--- src/rtl/huff_pkg.sv ---
// Shared types and constants for the canonical-prefix Huffman decoder.
// Holds the code-entry layout and the decoder FSM state encoding.
package huff_pkg;

  localparam int NSYM       = 10;
  localparam int SYM_W      = 4;
  localparam int LEN_W      = 4;
  localparam int DEF_MAXLEN = 9;
  // Widest code a LEN_W length field can describe.
  localparam int CODE_W     = (1 << LEN_W) - 1;

  typedef struct packed {
    logic [CODE_W-1:0] code;
    logic [LEN_W-1:0]  len;
  } code_entry_t;

  typedef enum logic [1:0] {
    ST_IDLE   = 2'd0,
    ST_DECODE = 2'd1,
    ST_DONE   = 2'd2,
    ST_ERR    = 2'd3
  } state_t;

endpackage

--- src/rtl/huff_code_table.sv ---
// 10-entry code table with write port and parallel prefix match.
// The lowest matching symbol index wins.
module huff_code_table
  import huff_pkg::*;
#(
  parameter int MAXLEN = DEF_MAXLEN
) (
  input  logic              clk,
  input  logic              rst_n,
  input  logic              i_we,
  input  logic [SYM_W-1:0]  i_sym,
  input  logic [MAXLEN-1:0] i_code,
  input  logic [LEN_W-1:0]  i_len,
  input  logic [MAXLEN-1:0] i_cand,
  input  logic [LEN_W-1:0]  i_cand_len,
  output logic              o_hit,
  output logic [SYM_W-1:0]  o_hit_sym
);

  code_entry_t r_tbl [NSYM];

  logic              w_wr;
  logic [CODE_W-1:0] w_mask;
  logic [CODE_W-1:0] w_cand;

  assign w_wr = i_we
             && (i_sym < SYM_W'(NSYM))
             && (i_len <= LEN_W'(MAXLEN));

  always_ff @(posedge clk or negedge rst_n) begin
    if (!rst_n) begin
      for (int i = 0; i < NSYM; i++)
        r_tbl[i] <= '0;
    end else if (w_wr) begin
      for (int i = 0; i < NSYM; i++)
        if (i_sym == SYM_W'(i))
          r_tbl[i] <= '{code: CODE_W'(i_code),
                        len:  i_len};
    end
  end

  assign w_mask = ~({CODE_W{1'b1}} << i_cand_len);
  assign w_cand = CODE_W'(i_cand);

  // Walk downwards so the lowest index overwrites.
  always_comb begin
    o_hit     = 1'b0;
    o_hit_sym = '0;
    for (int i = NSYM - 1; i >= 0; i--) begin
      if (r_tbl[i].len != '0
          && r_tbl[i].len == i_cand_len
          && ((r_tbl[i].code ^ w_cand) & w_mask) == '0) begin
        o_hit     = 1'b1;
        o_hit_sym = SYM_W'(i);
      end
    end
  end

endmodule

--- src/rtl/huffman_decoder.sv ---
// Bit-serial canonical-prefix decoder, MSB-first, valid/ready output.
// Per-symbol counters Dnum0..9 built only with HUFF_DEC_STATS_EN.
module huffman_decoder
  import huff_pkg::*;
#(
  parameter int MAXLEN = DEF_MAXLEN,
  parameter int CNT_W  = 8
) (
  input  logic              Clk_in,
  input  logic              nRst,
  input  logic              Tbl_we,
  input  logic [SYM_W-1:0]  Tbl_sym,
  input  logic [MAXLEN-1:0] Tbl_code,
  input  logic [LEN_W-1:0]  Tbl_len,
  input  logic              Start,
  input  logic [CNT_W-1:0]  Sym_total,
  input  logic              Bit_in,
  input  logic              Bit_valid,
  output logic              Bit_ready,
  output logic [SYM_W-1:0]  Sym_out,
  output logic              Sym_valid,
  input  logic              Sym_ready,
  output logic [CNT_W-1:0]  Sym_cnt,
  output logic              Busy,
  output logic              Done,
  output logic              Err,
  output logic [CNT_W-1:0]  Dnum0,
  output logic [CNT_W-1:0]  Dnum1,
  output logic [CNT_W-1:0]  Dnum2,
  output logic [CNT_W-1:0]  Dnum3,
  output logic [CNT_W-1:0]  Dnum4,
  output logic [CNT_W-1:0]  Dnum5,
  output logic [CNT_W-1:0]  Dnum6,
  output logic [CNT_W-1:0]  Dnum7,
  output logic [CNT_W-1:0]  Dnum8,
  output logic [CNT_W-1:0]  Dnum9
);

  state_t            r_state;
  logic [MAXLEN-1:0] r_acc;
  logic [LEN_W-1:0]  r_acc_len;
  logic [SYM_W-1:0]  r_sym_out;
  logic              r_sym_valid;
  logic [CNT_W-1:0]  r_cnt;
  logic [CNT_W-1:0]  r_total;
  logic              r_done;
  logic              r_err;

  logic              w_busy;
  logic              w_bit_ready;
  logic              w_accept;
  logic              w_start;
  logic              w_emit;
  logic [MAXLEN-1:0] w_cand;
  logic [LEN_W-1:0]  w_cand_len;
  logic [CNT_W-1:0]  w_cnt_nxt;
  logic              w_hit;
  logic [SYM_W-1:0]  w_hit_sym;

  assign w_busy      = (r_state == ST_DECODE);
  assign w_bit_ready = w_busy && (!r_sym_valid || Sym_ready);
  assign w_accept    = Bit_valid && w_bit_ready;
  assign w_start     = Start && !w_busy;
  assign w_emit      = w_accept && w_hit;
  // Oldest accumulated bit falls off; it is never meaningful here.
  assign w_cand      = MAXLEN'({r_acc, Bit_in});
  assign w_cand_len  = r_acc_len + 1'b1;
  assign w_cnt_nxt   = r_cnt + 1'b1;

  huff_code_table #(
    .MAXLEN (MAXLEN)
  ) u_tbl (
    .clk        (Clk_in),
    .rst_n      (nRst),
    .i_we       (Tbl_we && !w_busy),
    .i_sym      (Tbl_sym),
    .i_code     (Tbl_code),
    .i_len      (Tbl_len),
    .i_cand     (w_cand),
    .i_cand_len (w_cand_len),
    .o_hit      (w_hit),
    .o_hit_sym  (w_hit_sym)
  );

  always_ff @(posedge Clk_in or negedge nRst) begin
    if (!nRst) begin
      r_state     <= ST_IDLE;
      r_acc       <= '0;
      r_acc_len   <= '0;
      r_sym_out   <= '0;
      r_sym_valid <= 1'b0;
      r_cnt       <= '0;
      r_total     <= '0;
      r_done      <= 1'b0;
      r_err       <= 1'b0;
    end else begin
      if (r_sym_valid && Sym_ready)
        r_sym_valid <= 1'b0;
      unique case (r_state)
        ST_DECODE: begin
          if (w_emit) begin
            r_sym_out   <= w_hit_sym;
            r_sym_valid <= 1'b1;
            r_acc       <= '0;
            r_acc_len   <= '0;
            r_cnt       <= w_cnt_nxt;
            if (w_cnt_nxt == r_total) begin
              r_state <= ST_DONE;
              r_done  <= 1'b1;
            end
          end else if (w_accept) begin
            if (w_cand_len == LEN_W'(MAXLEN)) begin
              r_state <= ST_ERR;
              r_err   <= 1'b1;
            end else begin
              r_acc     <= w_cand;
              r_acc_len <= w_cand_len;
            end
          end
        end
        default: begin
          if (w_start) begin
            r_total   <= Sym_total;
            r_cnt     <= '0;
            r_acc     <= '0;
            r_acc_len <= '0;
            r_err     <= 1'b0;
            if (Sym_total == '0) begin
              r_state <= ST_DONE;
              r_done  <= 1'b1;
            end else begin
              r_state <= ST_DECODE;
              r_done  <= 1'b0;
            end
          end
        end
      endcase
    end
  end

`ifdef HUFF_DEC_STATS_EN
  logic [CNT_W-1:0] r_dnum [NSYM];

  always_ff @(posedge Clk_in or negedge nRst) begin
    if (!nRst) begin
      for (int i = 0; i < NSYM; i++)
        r_dnum[i] <= '0;
    end else if (w_start) begin
      for (int i = 0; i < NSYM; i++)
        r_dnum[i] <= '0;
    end else if (w_emit) begin
      for (int i = 0; i < NSYM; i++)
        if (w_hit_sym == SYM_W'(i) && r_dnum[i] != '1)
          r_dnum[i] <= r_dnum[i] + 1'b1;
    end
  end

  assign Dnum0 = r_dnum[0];
  assign Dnum1 = r_dnum[1];
  assign Dnum2 = r_dnum[2];
  assign Dnum3 = r_dnum[3];
  assign Dnum4 = r_dnum[4];
  assign Dnum5 = r_dnum[5];
  assign Dnum6 = r_dnum[6];
  assign Dnum7 = r_dnum[7];
  assign Dnum8 = r_dnum[8];
  assign Dnum9 = r_dnum[9];
`else
  assign Dnum0 = '0;
  assign Dnum1 = '0;
  assign Dnum2 = '0;
  assign Dnum3 = '0;
  assign Dnum4 = '0;
  assign Dnum5 = '0;
  assign Dnum6 = '0;
  assign Dnum7 = '0;
  assign Dnum8 = '0;
  assign Dnum9 = '0;
`endif

  assign Bit_ready = w_bit_ready;
  assign Sym_out   = r_sym_out;
  assign Sym_valid = r_sym_valid;
  assign Sym_cnt   = r_cnt;
  assign Busy      = w_busy;
  assign Done      = r_done;
  assign Err       = r_err;

endmodule
--- config.mk ---
export PLATFORM = sky130hd
export DESIGN_NAME = huffman_decoder
export DESIGN_NICKNAME = d
export VERILOG_FILES = /design/src/rtl/huff_pkg.sv /design/src/rtl/huff_code_table.sv /design/src/rtl/huffman_decoder.sv
export SDC_FILE = /design/constraint.sdc
export NUM_CORES = 1
export LEC_CHECK = 0
export CAP_MARGIN = 15
export CORE_ASPECT_RATIO = 0.9
export CORE_MARGIN = 3
export CORE_UTILIZATION = 45
export CTS_CLUSTER_DIAMETER = 100
export DETAILED_ROUTE_END_ITERATION = 8
export HOLD_SLACK_MARGIN = 0.08
export PLACE_DENSITY = 0.68
export SYNTH_ARGS = -nofsm -noshare
export SYNTH_HDL_FRONTEND = slang
export SYNTH_HIERARCHICAL = 1
export SYNTH_SLANG_ARGS = --single-unit
export TNS_END_PERCENT = 50
--- constraint.sdc ---
create_clock -name Clk_in -period 4.4 [get_ports Clk_in]
set_input_delay 0.66 -clock Clk_in [delete_from_list [all_inputs] [get_ports Clk_in]]
set_output_delay 0.66 -clock Clk_in [all_outputs]
set_load 0.02 [all_outputs]
Word-level counts from Yosys, hierarchy flattened
Index checks and enable logic that the tools add are counted.

Register bits after elaboration: 167. Bits of input ports: 32. Output and inout bits: 97. Word-level logic and storage cells: 211.

Add/subtract/negate cells: 2. Order comparisons: 2. Eq/ne operators: 31. Shifts and indexed selects: 1. Mux-type cells: 53. Bitwise operators: 22. Reductions and logical operators: 71.

Operator list (number): $and 15x15->15 (10); $logic_not 15->1 (10); $xor 9x9->9 (10); $mux 8 (8); $mux 4 (15); $eq 4x4->1 (10); $reduce_bool 4->1 (10); $logic_and 1x1->1 (28); $reduce_and 2->1 (13); $mux 1 (23); $eq 4x3->1 const B (4); $not 15->15 (1); $shl 15x4->15 const A (1); $mux 2 (7); $eq 4x4->1 const B (3); $add 8x1->8 const B (1); $eq 4x2->1 const B (2); $eq 8x8->1 (1); $logic_not 8->1 (1); $ne 2x1->1 const B (4); $reduce_and 4->1 (2); $ne 3x1->1 const B (2); $reduce_and 3->1 (2); $add 4x1->4 const B (1); 12 further kinds (13).

Depth between registers and ports, before layout
Gate-level depths: netlist of the first run.

Word-level depth: 19. Depth in mapped cells: 16. Mapped depth without buffers: 13.

Cells and area by module
The synthesis of the first run kept the hierarchy.

Modules (own cells, without submodules): huff_code_table (instances 1, cells each 598, area an instance 7024.2 um^2, sequential area each 3253.1 um^2); huffman_decoder (instances 1, cells each 275, area an instance 2512.4 um^2, sequential area each 925.9 um^2).

Least setup slack after synthesis of the first run
Ideal clock, no wire load.

Path kind: reg2reg. From: reg r_acc_len[0]. To: reg r_state[0]. Arrival time: 3.272 ns. Setup slack: 1.006 ns. Cell stages (with the launch flop): 15. Buffers on the path: 3. Period minus slack after synthesis: 3.394 ns. Path through: dfrtp_1 ha_1 xor2_1 buf_2 buf_2 buf_2 xnor2_1 o2111ai_1 nor4_1 nor2_1 nand4_1 nand4_1 nor4_1 nand4_1 o221a_2.

Cells in the longest elaborated chain, start to end: 19. Elaborated cells on any way between the ends: 71.

Ends and longest elaborated chain: from (decl) (RTL line huffman_decoder.sv:41) `logic [LEN_W-1:0] r_acc_len;`; from (signal assigned) (RTL line huffman_decoder.sv:117) `r_acc_len <= w_cand_len;`; $add 4x1->4 (*) (RTL line huffman_decoder.sv:67) `assign w_cand_len = r_acc_len + 1'b1;`; net w_cand_len[2] (RTL line huffman_decoder.sv:55) `logic [LEN_W-1:0] w_cand_len;`; $shl 15x4->15 (RTL line huff_code_table.sv:42) `assign w_mask = ~({CODE_W{1'b1}} << i_cand_len);`; $not 15->15 (RTL line huff_code_table.sv:42); $and 15x15->15 (RTL line huff_code_table.sv:52) `&& ((r_tbl[i].code ^ w_cand) & w_mask) == '0) begin`; $logic_not 15->1 (RTL line huff_code_table.sv:52); $logic_and 1x1->1 (RTL line huff_code_table.sv:52); $mux 1 (9 in series) (RTL line huff_code_table.sv:50) `if (r_tbl[i].len != '0`; $mux 1 (*) (RTL line huff_code_table.sv:50); net w_hit (RTL line huffman_decoder.sv:57) `logic w_hit;`; $logic_and 1x1->1 (*) (RTL line huffman_decoder.sv:64) `assign w_emit = w_accept && w_hit;`; $ne 3x2->1 (no source line) (tied with other cells); $reduce_and 4->1 (no source line) / $mux 2 (equally long branches); to (signal assigned) (RTL line huffman_decoder.sv:87) `r_state <= ST_IDLE;`; to (signal assigned) (RTL line huffman_decoder.sv:108) `r_state <= ST_DONE;`; to (signal assigned) (RTL line huffman_decoder.sv:113) `r_state <= ST_ERR;`; to (decl) (RTL line huffman_decoder.sv:39) `state_t r_state;`.

The timed path passes the listed nets; every way through them passes the cells marked *. A chain may end at the register's enable or synchronous reset.

Worst setup path after layout of the first run
From: reg r_acc_len[2]. To: reg r_acc[6].

Cells in the longest elaborated chain, start to end: 19. Elaborated cells on any way between the ends: 70.

Ends and longest elaborated chain: $add 4x1->4 (*) (RTL line huffman_decoder.sv:67); net w_cand_len[3] (RTL line huffman_decoder.sv:55); $shl 15x4->15 (RTL line huff_code_table.sv:42); $not 15->15 (RTL line huff_code_table.sv:42); $and 15x15->15 (RTL line huff_code_table.sv:52); $logic_not 15->1 (RTL line huff_code_table.sv:52); $logic_and 1x1->1 (RTL line huff_code_table.sv:52); $mux 1 (9 in series) (RTL line huff_code_table.sv:50); $mux 1 (*) (RTL line huff_code_table.sv:50); net w_hit (RTL line huffman_decoder.sv:57); $logic_and 1x1->1 (*) (RTL line huffman_decoder.sv:64); $ne 3x3->1 (no source line) (tied with other cells); $reduce_and 3->1 (no source line) / $mux 8 (equally long branches); to (signal assigned) (RTL line huffman_decoder.sv:116) `r_acc <= w_cand;`; to (decl) (RTL line huffman_decoder.sv:40) `logic [MAXLEN-1:0] r_acc;`.

Marks and branches as above.

==> results.yml, run 1 <==
flow_run:
  cap_violations: 0
setup_path:
  reg2reg_to: "r_acc[6]"
  cp_num_cells: 14
  critPathBufInv: 3
  cp_top_family: "simple AND/OR/NAND/NOR gates"
  crit_path_start: "r_acc_len[2]"
  startpoint_type: "flip-flop"
  crit_arrival_ns: 4.53
  cp_max_fo: 18
  worstSetupPathType: "reg2reg"
  crit_path_top_delay_cell: "xnor2_2"
  endpoint: "r_acc[6]"
  r2r_start: "r_acc_len[2]"
  slowest_delay_ns: 0.70
  r2r.worst_path.cells: 14
  path_cells: "nand3_1 > xnor2_2 > buf_4 > nand2_1 > o21ai_0 > nor4_2 > nor4_1 > nand4_1 > a31oi_1 > buf_4 > inv_1 > o21ai_2 > nand2_1 > nand2_1"
  cpMostUsedCell: "nand2_1"
  worst-r2r-setup-slack_ns: 0.23
  critPathCaptureType: "flip-flop"
  cp.required_ns: 4.76
final_layout:
  diodes: 0
  nets: 938
  fillCellCount: 1792
  areaGrowthSynthToFinish_pct: 10.7
  final_area_um2: 10600
  fin_util: 0.517
  drive_gt1_frac: 0.233
sta:
  period_needed_ns: 4.17
  rsz0062_at_grt: "no"
  finalCritPeriodShare: 0.947
  drv_slew: 0
  skew_ns: 0.0133
  finalSetupTns_ns: 0
  relSlewSlack: 0.357
  hold_violations: 0
  fmax_mhz: 240
  final-setup-viol-count: 0
  fin_ws_ns: 0.232
  worstMarginPinSlew_ns: 0.962
power_and_ir_drop:
  power.density_nw_per_um2: 641
  p_total_mw: 6.76
  p_leak_nw: 4.93
  ir_drop_mv: 0.409
route:
  firstDrtPassIters: 6
  drc: 0
  wl_per_cell_um: 20.0
  routed_via_density: 5.53
  drt.antenna.violating_nets: 0
  drt_first_iter_violations: 660
  vias: 6600
  drt-total-wl_um: 23900
cts:
  post_cts_buffers: 0
  cts_tree: "built"
  htree_levels: 4
  clock-sinks: 167
  hold_buffers: 0
  clkTransAtPathRegs_ns: 0.07
  cts_made_buffers: 17
  root_buffer: "clkbuf_16"
  clk_latency_ns: 0.44
  ctsLongestPathBuffers: 2
global_route:
  grt.total_usage: 0.209
  antenna_found_initial: 0
  grt_pass1_wl_um: 36800
  grt_pass1_vias: 6401
  grt_max_degree: 90
  grt_overflow: 0
logic_synthesis:
  yosysWarnings: 6
  yosysSeqAreaShare: 0.438
  netlist_instances: 873
  postSynthAreaPerCell_um2: 10.9
  synth-seq-cells: 167
  synth_cell_types: 71
  async_flop_share: 1.00
  netlist_area_um2: 9540
  synth_ff_type: "dfrtp_1"
  synth_edf_count: 0
hold_path:
  min_path_type: "in2async"
place:
  gp_congestion: 0.947
  hpwlAfterDp_um: 16700
  place_area_um2: 9990
  post-place-ws_ns: 0.209
  portBuffers: 48
floorplanning:
  die_w_um: 159
  die_area_um2: 23000
  core_area_um2: 20400
  initial_core_util: 0.467
  num_io_pins: 129
  die_y_um: 144
  rows: 49
run_status:
  status: "complete, no violations"
==> layout by cell type, fill, tap and decap left out, drive strengths merged, types with 13 or more instances in the layout <==
| cell | count |
|---|---|
| nor2 | 13 |
| xor2 | 88 |
| xnor2 | 44 |
| dfrtp | 167 |
| conb | 80 |
| clkdlybuf4s50 | 47 |
| buf | 19 |
| nand3 | 27 |
| o21ai | 42 |
| clkbuf | 20 |
| nand2 | 56 |
| mux2 | 142 |
| a21oi | 16 |
| nor3 | 19 |
==> power by group <==
part | leakage (nW) | switching, mW | internal [mW] | total (mW)
combinational | 2.49 | 1.53 | 1.24 | 2.78
clock | 0.267 | 0.625 | 0.807 | 1.43
sequential | 2.17 | 0.478 | 2.07 | 2.55
==> kinds of logic (layout without fill, tap and decap cells) <==
family	Yosys count	in the layout	share of synthesized area
fa+ha+maj	3	3	0.00394
mux	143	143	0.169
simple gates	168	168	0.0931
buf+inv	143	104	0.0918
compound gates	116	116	0.0825
xor+xnor	132	132	0.121
other cells	1	80	0.000393
flops	167	167	0.438
==> worst reg2reg max path, stage by stage, from the launching register on <==
cell     delay (ns)
dfrtp_1        0.49
nand3_1        0.18
xnor2_2        0.70
buf_4          0.38
nand2_1        0.22
o21ai_0        0.33
nor4_2         0.12
nor4_1         0.49
nand4_1        0.25
a31oi_1        0.21
buf_4          0.21
inv_1          0.07
o21ai_2        0.28
nand2_1        0.09
nand2_1        0.08
==> through the flow <==
step,cells,hold WS (ns)
2_1_floorplan,952,0.364
6_report,1193,0.293
3_3_place_gp,1164,0.504
5_1_grt,1193,0.352
4_1_cts,1193,0.333
3_5_place_dp,1164,0.503
==> what timing repair did <==
item,CTS,global route
setup endpoints to repair,0,19
endpoints found under the hold margin,0,0
gates resized for setup,0,2
==> layout make-up <==
cell class	count	area, µm²	area share
multi-input combinational	642	4810	0.456
clock buffer	20	457	0.0433
clock inverter	9	96.3	0.00913
tap	280	350	0.0332
inverter	9	33.8	0.00320
timing repair buffer	66	629	0.0596
sequential	167	4180	0.396
==> worst min path at each step <==
| stage | from | to | slack [ns] | cells past startpoint |
|---|---|---|---|---|
| after floorplan | nRst | Done | 0.36 | 0 |
| after global placement | u_tbl/r_tbl[97] | u_tbl/r_tbl[97] | 0.50 | 1 |
| after detailed placement | Sym_out[0] | Sym_out[0] | 0.50 | 1 |
| after CTS | nRst | r_total[2] | 0.33 | 1 |
| after global routing | nRst | r_total[2] | 0.35 | 1 |
| final | nRst | r_total[2] | 0.29 | 1 |
==> metal layers <==
layer  GRT usage  share of wire  vias up
li1            -              -     2963
met1       0.281           0.44     3284
met2       0.334           0.45      290
met3      0.0421          0.069       63
met4      0.0917          0.035        0
met5           0              0        -
==> state kept, by name, summed over array words and instances (netlist names) <==
signal and flops:
Done 1, Sym_out 4, r_total 8, Err 1, r_acc 8, u_tbl/r_tbl 130
r_state 2, Sym_valid 1, r_acc_len 4, Sym_cnt 8
==> cell usage after synthesis, types with 13 or more instances <==
cell type,n,share of area
a21oi_1,16,0.0084
buf_1,19,0.0075
buf_2,19,0.010
buf_4,81,0.064
dfrtp_1,167,0.44
mux2_2,142,0.17
nand2_1,56,0.022
nand3_1,26,0.014
nor2_1,13,0.0051
nor3_1,17,0.0089
o21ai_0,39,0.020
xnor2_1,44,0.040
xor2_1,88,0.081
No activity file was read; power rests on OpenSTA's default activity.
==> run 2, diff against run 1 <==
- GPL_ROUTABILITY_DRIVEN: not set -> 0
==> results of run 2 <==
Final layout, timing and power as in run 1 (identical DEF).
